**src/rtl/hw_backdoor_loader.sv**
```systemverilog
// hw_backdoor_loader
// Turns a framed byte stream into single-cycle backdoor write strobes
// (address / 32-bit data / 64-bit data / enable). These strobes preload
// instruction and data memory before the core leaves reset.
// Frame layout: header | 8-byte LE address | N LE data words | [checksum].
// Header 0x01 selects 32-bit words and 0x02 selects 64-bit words.
// Optional feature macro: HW_LOADER_CHKSUM_EN. When it is defined, each
// frame ends with one byte holding the 8-bit sum of all earlier frame bytes.

module hw_backdoor_loader #(
  parameter int          CNT_W    = 16,
  parameter logic [63:0] ADDR_RST = 64'h0
) (
  input  logic             clk,
  input  logic             rst_n,
  input  logic             in_valid,
  output logic             in_ready,
  input  logic [7:0]       in_data,
  input  logic             in_last,
  output logic [63:0]      hw_address,
  output logic [31:0]      hw_data,
  output logic [63:0]      hw_data64,
  output logic             hw_enable,
  output logic             busy,
  output logic             error,
  output logic [CNT_W-1:0] frame_words
);

  typedef enum logic [2:0] {
    st_idle,
    st_addr,
    st_data,
    st_emit,
    st_drain
`ifdef HW_LOADER_CHKSUM_EN
    , st_csum
`endif
  } state_t;

  state_t      state_q, state_d;
  logic        ready_q;
  logic [2:0]  cnt_q;
  logic        wide_q;
  logic        last_q;
  logic [63:0] addr_q;
  logic [63:0] word_q;

  logic        accept;
  logic        hdr_ok;
  logic        aligned;
  logic        word_done;
  logic [2:0]  last_idx;
  logic [63:0] addr_nxt;
  logic [63:0] word_nxt;
  logic [63:0] addr_step;

`ifdef HW_LOADER_CHKSUM_EN
  logic [7:0]  csum_q;
  logic [7:0]  chk_q;
`endif

  assign accept    = in_valid && in_ready;
  assign hdr_ok    = (in_data == 8'h01) || (in_data == 8'h02);
  assign last_idx  = wide_q ? 3'd7 : 3'd3;
  assign word_done = (cnt_q == last_idx);
  assign addr_nxt  = {in_data, addr_q[63:8]};
  assign aligned   = wide_q ? (addr_nxt[2:0] == 3'b000) : (addr_nxt[1:0] == 2'b00);
  assign addr_step = wide_q ? 64'd8 : 64'd4;
  assign busy      = (state_q != st_idle);

  // Hold in_ready low through reset and raise it on the first clock after reset.
  always_ff @(posedge clk or negedge rst_n) begin
    if (!rst_n) ready_q <= 1'b0;
    else        ready_q <= 1'b1;
  end

  // Accept bytes in every state except the single-cycle emit and checksum states.
  always_comb begin
    in_ready = 1'b0;
    case (state_q)
      st_idle, st_addr, st_data, st_drain: in_ready = ready_q;
      default:                             in_ready = 1'b0;
    endcase
  end

  // Merge the incoming byte into its little-endian lane of the word being built.
  always_comb begin
    word_nxt = word_q;
    word_nxt[{cnt_q, 3'b000} +: 8] = in_data;
  end

  // State register.
  always_ff @(posedge clk or negedge rst_n) begin
    if (!rst_n) state_q <= st_idle;
    else        state_q <= state_d;
  end

  // Next-state logic. Any early in_last drops the frame back to idle.
  always_comb begin
    state_d = state_q;
    case (state_q)
      st_idle: begin
        if (accept && !in_last) state_d = hdr_ok ? st_addr : st_drain;
      end
      st_addr: begin
        if (accept) begin
          if (in_last)                 state_d = st_idle;
          else if (cnt_q == 3'd7)      state_d = aligned ? st_data : st_drain;
        end
      end
      st_data: begin
        if (accept) begin
          if (word_done) begin
            state_d = st_emit;
          end else if (in_last) begin
`ifdef HW_LOADER_CHKSUM_EN
            state_d = (cnt_q == 3'd0) ? st_csum : st_idle;
`else
            state_d = st_idle;
`endif
          end
        end
      end
      st_emit:  state_d = last_q ? st_idle : st_data;
      st_drain: begin
        if (accept && in_last) state_d = st_idle;
      end
`ifdef HW_LOADER_CHKSUM_EN
      st_csum:  state_d = st_idle;
`endif
      default:  state_d = st_idle;
    endcase
  end

  // Datapath: header decode, address and word assembly, strobe generation, error flag.
  always_ff @(posedge clk or negedge rst_n) begin
    if (!rst_n) begin
      cnt_q       <= 3'd0;
      wide_q      <= 1'b0;
      last_q      <= 1'b0;
      addr_q      <= 64'h0;
      word_q      <= 64'h0;
      hw_address  <= ADDR_RST;
      hw_data     <= 32'h0;
      hw_data64   <= 64'h0;
      hw_enable   <= 1'b0;
      error       <= 1'b0;
      frame_words <= '0;
    end else begin
      hw_enable <= 1'b0;
      case (state_q)
        st_idle: begin
          if (accept) begin
            if (hdr_ok) begin
              error       <= 1'b0;
              frame_words <= '0;
              wide_q      <= (in_data == 8'h02);
              cnt_q       <= 3'd0;
            end else begin
              error <= 1'b1;
            end
          end
        end
        st_addr: begin
          if (accept) begin
            addr_q <= addr_nxt;
            cnt_q  <= cnt_q + 3'd1;
            if (in_last || ((cnt_q == 3'd7) && !aligned)) error <= 1'b1;
          end
        end
        st_data: begin
          if (accept) begin
            word_q <= word_nxt;
            if (word_done) begin
              cnt_q      <= 3'd0;
              last_q     <= in_last;
              hw_enable  <= 1'b1;
              hw_address <= addr_q;
              hw_data    <= word_nxt[31:0];
              hw_data64  <= wide_q ? word_nxt : {32'h0, word_nxt[31:0]};
`ifdef HW_LOADER_CHKSUM_EN
              if (in_last) error <= 1'b1;
`endif
            end else if (in_last) begin
              cnt_q <= 3'd0;
`ifdef HW_LOADER_CHKSUM_EN
              if (cnt_q != 3'd0) error <= 1'b1;
`else
              error <= 1'b1;
`endif
            end else begin
              cnt_q <= cnt_q + 3'd1;
            end
          end
        end
        st_emit: begin
          addr_q <= addr_q + addr_step;
          if (frame_words != {CNT_W{1'b1}}) frame_words <= frame_words + CNT_W'(1);
        end
`ifdef HW_LOADER_CHKSUM_EN
        st_csum: begin
          if (chk_q != csum_q) error <= 1'b1;
        end
`endif
        default: ;
      endcase
    end
  end

`ifdef HW_LOADER_CHKSUM_EN
  // Running 8-bit sum of frame bytes; the trailing checksum byte is captured separately.
  always_ff @(posedge clk or negedge rst_n) begin
    if (!rst_n) begin
      csum_q <= 8'h00;
      chk_q  <= 8'h00;
    end else if (accept) begin
      if (state_q == st_idle)
        csum_q <= in_data;
      else if ((state_q == st_data) && in_last && (cnt_q == 3'd0))
        chk_q <= in_data;
      else
        csum_q <= csum_q + in_data;
    end
  end
`endif

endmodule

```
**config.mk**
```make
export PLATFORM = sky130hd
export DESIGN_NAME = hw_backdoor_loader
export DESIGN_NICKNAME = d
export VERILOG_FILES = /design/src/rtl/hw_backdoor_loader.sv
export SDC_FILE = /design/constraint.sdc
export NUM_CORES = 1
export LEC_CHECK = 0
export ABC_AREA = 1
export CELL_PAD_IN_SITES_DETAIL_PLACEMENT = 2
export CELL_PAD_IN_SITES_GLOBAL_PLACEMENT = 2
export CORE_MARGIN = 2
export CORE_UTILIZATION = 29
export DETAILED_ROUTE_END_ITERATION = 10
export GPL_TIMING_DRIVEN = 0
export PLACE_DENSITY_LB_ADDON = 0.05
export SYNTH_ARGS = -nofsm -noshare
export SYNTH_HDL_FRONTEND = slang
export SYNTH_SLANG_ARGS = --single-unit
export TNS_END_PERCENT = 100
```
**constraint.sdc**
```tcl
create_clock -name clk -period 2.1 [get_ports clk]
set_input_delay 0.42 -clock clk [delete_from_list [all_inputs] [get_ports clk]]
set_output_delay 0.42 -clock clk [all_outputs]
set_load 0.02 [all_outputs]
```
==> summary.txt <==
WP buf/inv - 5
leakage - 9.71 nW
clock buffer depth - 3
Worst-Margin Slew - 0.764 ns
Worst Path Required - 2.55 ns
crit path capture type - register
largest net degree at the start of global routing - 104
most instantiated cells after synthesis - nand2_1, dfrtp_1, nor2_1
top-area cell type share of the netlist area - 47.7%
RSZ-0062 raised after global routing - yes
CTS root buf - clkbuf_16
share of layout cells above drive strength 1 - 19.8%
Fmax - 433 MHz
Yosys top cell by area - dfrtp_1
Starting Density - 29.5%
Final nets - 2333
Slew Limit Fails - 0
FP Rows - 82
failing checks - setup timing
cell count of the worst reg-to-reg path - 14
grt ovf - 0
ANT nets after route - 0
final setup fails - 28
CTS Sinks - 283
Setup WS post-layout - -0.211 ns
CP Max Fanout - 3
most common cell in the netlist - nand2_1
H-tree depth - 2
post-synthesis mux area share - 0%
endpoints failing hold - 0
Peak supply drop - 0.000489 V
number of synthesized flops with an enable pin - 0
largest cells by area after synthesis - dfrtp_1, nand2_1, nor2_1
drc violations - 0
Post-Place Setup Slack - -1.21 ns
global-route wire length before repair - 102 mm
Worst R2R Setup Slack - -0.21 ns
Synth Flop Type - dfrtp_1
GRT Total Usage - 25.4%
Hold Crit Class - input pin to async pin
Syn-to-layout area delta - 38.8%
Top cell by count, worst path - nand2_1
Avg Vias per Cell - 5.02
R2R Path Start - wide_q$_DFFE_PN0P_
Clock transition at path regs - 0.06 ns
Pre-antenna DRT Iters - 4
gp weighted congestion - 0.918
Mapped Area - 14900 µm²
max_slew headroom - 49.1%
P per Cell Area - 853 nW/µm²
Clk Latency, worst-skew pair - 0.58 ns
average routed wire per standard cell - 22.5 µm
Critical Path Max Stage Delay - 0.41 ns
Critical Path Source Type - register
critical path class - register to register
Final Util - 40.9%
number of max-cap violations - 0
Sum Neg Setup Slack - -3.18 ns
post-synthesis compound-gate area fraction - 12.1%
vias in the first global route - 16283
xor/xnor share of the synthesized area - 1.24%
Final Skew - 0.0242 ns
Cells after Synth - 2003
CTS tree - yes
Yosys cell types - 39
port buffer count - 191
Synth Net Count - 2023
initial antenna violation count - 2
outcome - finished, violations left
fill cell count - 5760
drt total wl - 67.9 mm
post-synthesis sequential area ratio - 47.7%
crit path max-delay cell type - dfrtp_2
crit-path leading delay family - simple AND/OR/NAND/NOR gates
crit path cell chain - inv_2 -> ha_4 -> inv_4 -> fa_2 -> inv_2 -> buf_4 -> buf_4 -> nand4_1 -> nor2_2 -> nand3_1 -> nand2_1 -> nand2_1 -> nand2_1 -> nand2_1
Starting DRT DRC Count - 780
Chip Width - 230 µm
crit path DAT - 2.76 ns
Adder-Cell Fraction of Synth Area - 0.724%
Die Area - 53000 µm²
dpl hpwl - 48.8 mm
synthesized area per cell - 7.42 µm²
CTS Buf Count - 38
crit path time final - 2.31 ns
Warnings, synthesis - 0
Pwr Total - 17.6 mW
FF+latch count, synth - 283
post-synthesis simple-gate area fraction - 29.7%
RR Endpoint - addr_q[36]$_DFFE_PN0P_
Core ar. - 50400 µm²
I/O pins - 192
Final Cycle Share - 110%
routed vias - 15128
dominant combinational cell family by area after synthesis - simple AND/OR/NAND/NOR gates
Async SR Flop Fraction - 100%
Die Ht - 230 µm
-- registers in the layout, indices dropped and copies added, names as in the netlist, 3 cells and up --
signal / cells
frame_words: 16
addr_q: 64
word_q: 64
hw_data: 31
cnt_q: 3
hw_address: 64
hw_data64: 33
state_q: 3
-- repair_timing --
action	CTS	global route
pin swaps	33	31
setup endpoints to repair	317	265
gates resized for setup	277	153
buffers inserted	46	34
hold buffers	1	0
endpoints found under the hold margin	84	0
-- metal layers --
layer | global-route usage, % | up-vias | routed length, µm
met5 | 0 | - | 0
met4 | 8.21 | 0 | 1890
met3 | 3.42 | 90 | 2380
met2 | 41.4 | 298 | 32200
met1 | 34.7 | 7721 | 31400
li1 | - | 7019 | -
-- how the worst max path moves through the flow --
stage / start / endpoint / depth (start not counted)
finish: wide_q$_DFFE_PN0P_ / addr_q[36]$_DFFE_PN0P_ / 14
global route: wide_q$_DFFE_PN0P_ / addr_q[58]$_DFFE_PN0P_ / 14
CTS: wide_q$_DFFE_PN0P_ / addr_q[44]$_DFFE_PN0P_ / 13
detailed placement: in_valid / addr_q[14]$_DFFE_PN0P_ / 5
global placement: rst_n / frame_words[4]$_DFFE_PN0P_ / 1
floorplan: wide_q$_DFFE_PN0P_ / addr_q[50]$_DFFE_PN0P_ / 12
-- worst reg2reg max path: stages (launching register included) --
cell,delay (ns)
dfrtp_2,0.41
inv_2,0.09
ha_4,0.16
inv_4,0.04
fa_2,0.39
inv_2,0.12
buf_4,0.14
buf_4,0.10
nand4_1,0.22
nor2_2,0.22
nand3_1,0.09
nand2_1,0.07
nand2_1,0.04
nand2_1,0.05
nand2_1,0.05
-- cell usage in the layout (no fill, tap or decap), drive strengths merged, types with 2 or more instances in the layout --
cell / netlist / layout
nand2: 722 / 722
dfrtp: 283 / 283
o21ai: 271 / 271
nor2: 188 / 188
inv: 166 / 160
buf: 76 / 157
clkdlybuf4s50: 0 / 139
nand3: 122 / 122
clkbuf: 33 / 88
dlygate4sd2: 0 / 42
a21oi: 33 / 33
nand4: 25 / 25
nor3: 19 / 19
xor2: 18 / 18
o211ai: 10 / 10
clkinv: 0 / 9
clkinvlp: 0 / 8
dlymetal6s2s: 0 / 7
ha: 7 / 7
o221ai: 6 / 6
and2: 5 / 5
or2: 4 / 4
nand3b: 3 / 3
xnor2: 3 / 3
nor3b: 2 / 2
a31oi: 2 / 2
bufinv: 0 / 2
-- final cells by class --
| class | count | area (µm²) | share of cell area (%) |
|---|---|---|---|
| plain buffers | 107 | 781 | 3.79 |
| well taps | 672 | 841 | 4.08 |
| diodes | 1 | 2.50 | 0.0121 |
| multi-input cells | 1445 | 7380 | 35.8 |
| flip-flops and latches | 283 | 7090 | 34.4 |
| inverters | 166 | 672 | 3.26 |
| clock inverters | 13 | 136 | 0.662 |
| clock buffers | 55 | 1080 | 5.26 |
| repair buffers | 272 | 2630 | 12.7 |
-- logic make-up after synthesis --
logic type | Yosys count
buffers and inverters | 275
other | 1
flip-flops | 283
AND/OR/NAND/NOR | 1090
adder cells (fa/ha/maj) | 8
AO/OA/AOI/OAI | 325
XOR/XNOR | 21
-- power breakdown --
part	total, mW	internal (mW)	switching, mW	leakage (nW)
registers	5.88	5.61	0.261	3.67
logic	5.19	1.88	3.32	5.44
clock network	6.52	3.84	2.68	0.602
total	17.6	11.3	6.26	9.71
-- per-stage QoR --
| stage | std cells | hold WS, ns | area, µm² |
|---|---|---|---|
| 2_1_floorplan | 2003 | 0.124 | 14900 |
| 3_3_place_gp | 2866 | 0.459 | 17600 |
| 3_5_place_dp | 2868 | 0.464 | 17700 |
| 4_1_cts | 2982 | 0.471 | 19900 |
| 5_1_grt | 3013 | 0.495 | 20600 |
| 6_report | 3014 | 0.451 | 20600 |
Power figures use the tool's default switching activity.
